File: config.mk
export PLATFORM = sky130hd
export DESIGN_NAME = gf4_mulxor_sqsc_pipe
export DESIGN_NICKNAME = d
export VERILOG_FILES = /design/src/rtl/gf4_mulxor_sqsc_pipe.sv
export SDC_FILE = /design/constraint.sdc
export NUM_CORES = 1
export LEC_CHECK = 0
export CAP_MARGIN = 20
export CORE_ASPECT_RATIO = 1.2
export CORE_UTILIZATION = 51
export CTS_BUF_LIST = sky130_fd_sc_hd__clkbuf_2 sky130_fd_sc_hd__clkbuf_4 sky130_fd_sc_hd__clkbuf_8
export CTS_CLUSTER_DIAMETER = 30
export DETAILED_ROUTE_END_ITERATION = 10
export GPL_ROUTABILITY_DRIVEN = 0
export PLACE_DENSITY_LB_ADDON = 0.1
export SLEW_MARGIN = 20
export SYNTH_ARGS = -nofsm -noshare
export SYNTH_HDL_FRONTEND = slang
export SYNTH_SLANG_ARGS = --single-unit
File: constraint.sdc
create_clock -name clk -period 2 [get_ports clk]
set_input_delay 0.4 -clock clk [delete_from_list [all_inputs] [get_ports clk]]
set_output_delay 0.4 -clock clk [all_outputs]
set_load 0.05 [all_outputs]
File: src/rtl/gf4_mulxor_sqsc_pipe.sv
// gf4_mulxor_sqsc_pipe
// Masked GF(4) multiply-XOR-square-scale stage for the AES S-box datapath.
// The cross-share products form ta/tb. N_COPIES guarded and refreshed copies
// are registered, with even copies carrying ta and odd copies carrying tb.
// Each copy is then compressed to 2 bits. The stage registers hold whenever
// in_valid is low, so no transitional leakage occurs on idle cycles.
// Optional build macro: GF4MXS_OUT_REG_EN adds an output register on the
// compressed bits. This cuts the XOR glitch path and raises latency to 2.
module gf4_mulxor_sqsc_pipe #(
    parameter int N_COPIES = 4,
    parameter int CNT_W    = 8
) (
    input  logic                  clk,
    input  logic                  rst,
    input  logic                  in_valid,
    input  logic [3:0]            share0,
    input  logic [3:0]            share1,
    input  logic [N_COPIES-1:0]   guards,
    input  logic [N_COPIES-1:0]   random,
    output logic                  out_valid,
    output logic [2*N_COPIES-1:0] out_shares,
    output logic [CNT_W-1:0]      op_cnt
);

    logic w_a0, w_b0, w_c0, w_d0, w_a1, w_b1, w_c1, w_d1;
    logic [3:0] w_ta, w_tb;
    logic [3:0] r_stage [N_COPIES];
    logic [2*N_COPIES-1:0] w_comp;
    logic r_v1;
    logic [CNT_W-1:0] r_op_cnt;

    assign {w_d0, w_c0, w_b0, w_a0} = share0;
    assign {w_d1, w_c1, w_b1, w_a1} = share1;

    // Nonlinear functions from the cross-share products (no input register)
    always_comb begin
        w_ta[0] = w_b0 ^ (w_a0 & w_c0) ^ (w_b0 & w_c0) ^ (w_a0 & w_d0);
        w_ta[1] = (w_a0 & w_c1) ^ (w_b0 & w_c1) ^ (w_a0 & w_d1);
        w_ta[2] = w_b1 ^ w_d0 ^ (w_a1 & w_c0) ^ (w_b1 & w_c0) ^ (w_a1 & w_d0);
        w_ta[3] = w_d1 ^ (w_a1 & w_c1) ^ (w_b1 & w_c1) ^ (w_a1 & w_d1);
        w_tb[0] = w_a0 ^ w_b0 ^ (w_b0 & w_c0) ^ (w_a0 & w_d0) ^ (w_b0 & w_d0);
        w_tb[1] = (w_b0 & w_c1) ^ (w_a0 & w_d1) ^ (w_b0 & w_d1);
        w_tb[2] = w_a1 ^ w_b1 ^ w_c0 ^ w_d0 ^ (w_b1 & w_c0) ^ (w_a1 & w_d0)
                  ^ (w_b1 & w_d0);
        w_tb[3] = w_c1 ^ w_d1 ^ (w_b1 & w_c1) ^ (w_a1 & w_d1) ^ (w_b1 & w_d1);
    end

    // Stage registers: load the guarded, refreshed copies only on accepted input
    always_ff @(posedge clk) begin
        if (rst) begin
            for (int k = 0; k < N_COPIES; k++) r_stage[k] <= 4'b0000;
        end else if (in_valid) begin
            for (int k = 0; k < N_COPIES; k++) begin
                if (k % 2 == 0) begin
                    r_stage[k] <= {w_ta[3] ^ guards[k],
                                   w_ta[2] ^ guards[k] ^ random[k],
                                   w_ta[1] ^ guards[k],
                                   w_ta[0] ^ guards[k] ^ random[k]};
                end else begin
                    r_stage[k] <= {w_tb[3] ^ guards[k],
                                   w_tb[2] ^ guards[k] ^ random[k],
                                   w_tb[1] ^ guards[k],
                                   w_tb[0] ^ guards[k] ^ random[k]};
                end
            end
        end
    end

    // Compression: the guards cancel pairwise, and the random bit remains as the mask
    always_comb begin
        w_comp = '0;
        for (int k = 0; k < N_COPIES; k++) begin
            w_comp[2*k]   = r_stage[k][0] ^ r_stage[k][1];
            w_comp[2*k+1] = r_stage[k][2] ^ r_stage[k][3];
        end
    end

    // Stage-1 valid and accepted-operation counter (wraps silently)
    always_ff @(posedge clk) begin
        if (rst) begin
            r_v1     <= 1'b0;
            r_op_cnt <= '0;
        end else begin
            r_v1 <= in_valid;
            if (in_valid) r_op_cnt <= r_op_cnt + CNT_W'(1);
        end
    end

    assign op_cnt = r_op_cnt;

`ifdef GF4MXS_OUT_REG_EN
    logic [2*N_COPIES-1:0] r_out;
    logic r_v2;

    // Output register on the compressed bits, loaded only behind a valid stage 1
    always_ff @(posedge clk) begin
        if (rst) begin
            r_out <= '0;
            r_v2  <= 1'b0;
        end else begin
            r_v2 <= r_v1;
            if (r_v1) r_out <= w_comp;
        end
    end

    assign out_shares = r_out;
    assign out_valid  = r_v2;
`else
    assign out_shares = w_comp;
    assign out_valid  = r_v1;
`endif

endmodule
==> impl_metrics.py <==
metrics = {
    "sta": {
        "finalCritPeriodShare_pct": 97.3,
        "final_hold_viol_count": 0,
        "setup_viol": 0,
        "hold-worst-slack_ns": 0.524,
        "fin_worst_skew_ns": 0.000522,
        "relSlewSlack_pct": 66.2,
        "min_period_ns": 1.95,
        "tightest_slew_ns": 0.506,
        "rsz0062_at_grt": "no",
        "slew_viol_final": 0,
        "fmax_mhz": 514,
    },
    "route": {
        "drc": 0,
        "via_per_inst": 5.23,
        "drt-pass1-iter-count": 4,
        "finalWirelength_um": 2940,
        "drt_iter0_drc": 22,
        "antenna_left": 0,
        "num_vias": 1155,
        "post_drt_wl_per_cell_um": 13.3,
    },
    "setup_path": {
        "end_kind": "output port",
        "path_buf_inv": 1,
        "crit_path_top_delay_cell": "clkdlybuf4s50_1",
        "cp.arrival_ns": 1.55,
        "crit_required_ns": 1.60,
        "crit_type": "flop to output port",
        "cpLargestDelayFamily": "buffers and inverters",
        "crit_fanout": 4,
        "crit_chain": "clkdlybuf4s50_1",
        "start_kind": "flop",
        "critical-path-max-stage-delay_ns": 0.82,
    },
    "pwr": {
        "power_uw": 1310,
        "ir_worst_vdd_mv": 0.441,
        "p_per_area_nw_per_um2": 667,
        "power_leakage_uw": 0.000870,
    },
    "clocking": {
        "hold_buffers": 0,
        "htree_levels": 1,
        "clkSinkCount": 25,
        "clock_latency_ns": 0.32,
        "clk_pin_slew_ns": 0.14,
        "clockRootBuffer": "clkbuf_4",
        "cts_tree": "built",
        "cts_buffer_depth": 2,
        "cts_inserted_buffers": 3,
    },
    "grt": {
        "grtUsageMet1_pct": 19.0,
        "grt_pass1_vias": 1094,
        "antenna_found_initial": 0,
        "met3_usage_pct": 3.95,
        "grt_pass1_wl_um": 4490,
        "use_met2_pct": 39.7,
        "grt_overflow": 0,
        "grt_usage_pct": 19.7,
        "grt_max_degree": 17,
        "grt_busiest_layer": "met2",
    },
    "synth": {
        "ys_seq_area_share_pct": 43.8,
        "yosysMostFrequentCell": "nor2_1",
        "synth_warnings": 0,
        "syn_inst": 144,
        "ys_ff_latch": 25,
        "syn_area_sq_um": 1510,
        "synth_fp_nets": 165,
        "synth_top_cell_by_area": "edfxtp_1",
        "ys.flop_type": "edfxtp_1",
        "yosys.cell_types.count": 34,
        "async_reset_ff_share_pct": 0,
        "synth_commonest_cells": "nor2_1 (17), edfxtp_1 (16), xnor2_1 (16), xor2_1 (12)",
        "synth-edff-count": 16,
        "synth_top_cell_area_share_pct": 31.8,
        "synth_area_leaders": "edfxtp_1 (32%), dfxtp_1 (12%), xnor2_1 (9.3%)",
        "avgSynthCellArea_sq_um": 10.5,
    },
    "die": {
        "rows": 21,
        "die_area_sq_um": 3180,
        "core_sq_um": 2810,
        "initial_core_util_pct": 53.7,
        "die_h_um": 61.6,
        "ios": 36,
        "dieWidth_um": 51.7,
    },
    "outcome": {
        "outcome": "complete, no violations",
    },
    "placement": {
        "post_dp_cell_area_sq_um": 1930,
        "port-buffer-count": 35,
        "dp_hpwl_um": 2370,
    },
    "job": {
        "drv_cap": 0,
    },
    "layout": {
        "nets": 209,
        "regArea_sq_um": 661,
        "drive_above_1_share_pct": 16.0,
        "fillCellCount": 230,
        "antenna_cells": 0,
        "syn2layout_area_growth_pct": 30.7,
        "fin_area_sq_um": 1970,
        "multiInputGateArea_sq_um": 796,
    },
    "worst_hold_path": {
        "hp-class": "flop to flop",
    },
}
==> cell usage in the layout (no fill, tap or decap), types with 2 or more instances in the layout <==
cell | netlist | final
nand4bb_1 | 2 | 2
xnor2_1 | 16 | 16
nand2_1 | 11 | 11
ha_1 | 2 | 2
mux2i_1 | 11 | 11
dlymetal6s2s_1 | 0 | 5
xor2_1 | 12 | 12
a21oi_1 | 5 | 5
or3_1 | 3 | 3
o221ai_1 | 2 | 2
nand2b_1 | 9 | 9
edfxtp_1 | 16 | 16
clkbuf_4 | 0 | 3
nand4_1 | 2 | 2
clkdlybuf4s50_1 | 0 | 22
dfxtp_1 | 9 | 9
buf_4 | 0 | 21
nor2_1 | 17 | 17
o21ai_0 | 2 | 2
==> state kept, by name, summed over array words and instances (netlist names) <==
signal     flops
out_valid      1
r_stage       16
op_cnt         8
==> report_power, final <==
group	switching [uW]	leakage (uW)	internal, uW
sequential	20.3	0.000245	595
clock	149	0.0000183	77.7
combinational	277	0.000606	195
total	447	0.000870	868
==> metal layers <==
metal | part of all wire, % | vias to the layer above | routed length [um]
met5 | 0 | - | 0
li1 | - | 582 | -
met2 | 56 | 26 | 1640
met4 | 2.1 | 0 | 63
met1 | 38 | 541 | 1130
met3 | 3.5 | 6 | 102
==> metrics by stage <==
step           TNS (ns)  cells  setup slack (ns)  utilization [%]
2_1_floorplan         0    144             0.384                -
3_3_place_gp     -0.335    217            -0.115             68.7
3_5_place_dp     -0.488    217            -0.146             68.7
4_1_cts               0    221            0.0204             69.7
5_1_grt               0    221           0.00747             70.1
6_report              0    221            0.0538             70.1
==> final cells by class <==
class | count | area share, %
clock inverters | 1 | 0.317
repair buffers | 48 | 22.3
flip-flops and latches | 25 | 33.5
well taps | 34 | 2.16
multi-input cells | 109 | 40.4
clock buffers | 3 | 1.14
inverters | 1 | 0.190
==> path summary, 6_finish.rpt <==
kind / end / slack [ns] / from / depth (start not counted)
min reg2reg: op_cnt[6] / 0.52 / op_cnt[6] / 2
max reg2reg: op_cnt[6] / 0.70 / op_cnt[0] / 4
max: op_cnt[1] / 0.05 / op_cnt[1] / 1
min: op_cnt[6] / 0.52 / op_cnt[6] / 2
==> timing repair <==
action                                  CTS  global route
gates resized for setup                   0             5
endpoints found under the setup margin    0             5
setup buffers                             0             0
==> logic make-up (layout without fill, tap and decap cells) <==
| group | Yosys count | after routing | synth area share (%) |
|---|---|---|---|
| buffers and inverters | 10 | 53 | 3.48 |
| xor gates and xnor gates | 29 | 29 | 17.7 |
| and+or+nand+nor | 53 | 53 | 19.0 |
| adders and majority gates | 2 | 2 | 1.66 |
| DFF | 25 | 25 | 43.8 |
| AOI/OAI and AO/OA | 12 | 12 | 5.31 |
| muxes | 13 | 13 | 9.04 |
Power figures use the tool's default switching activity.
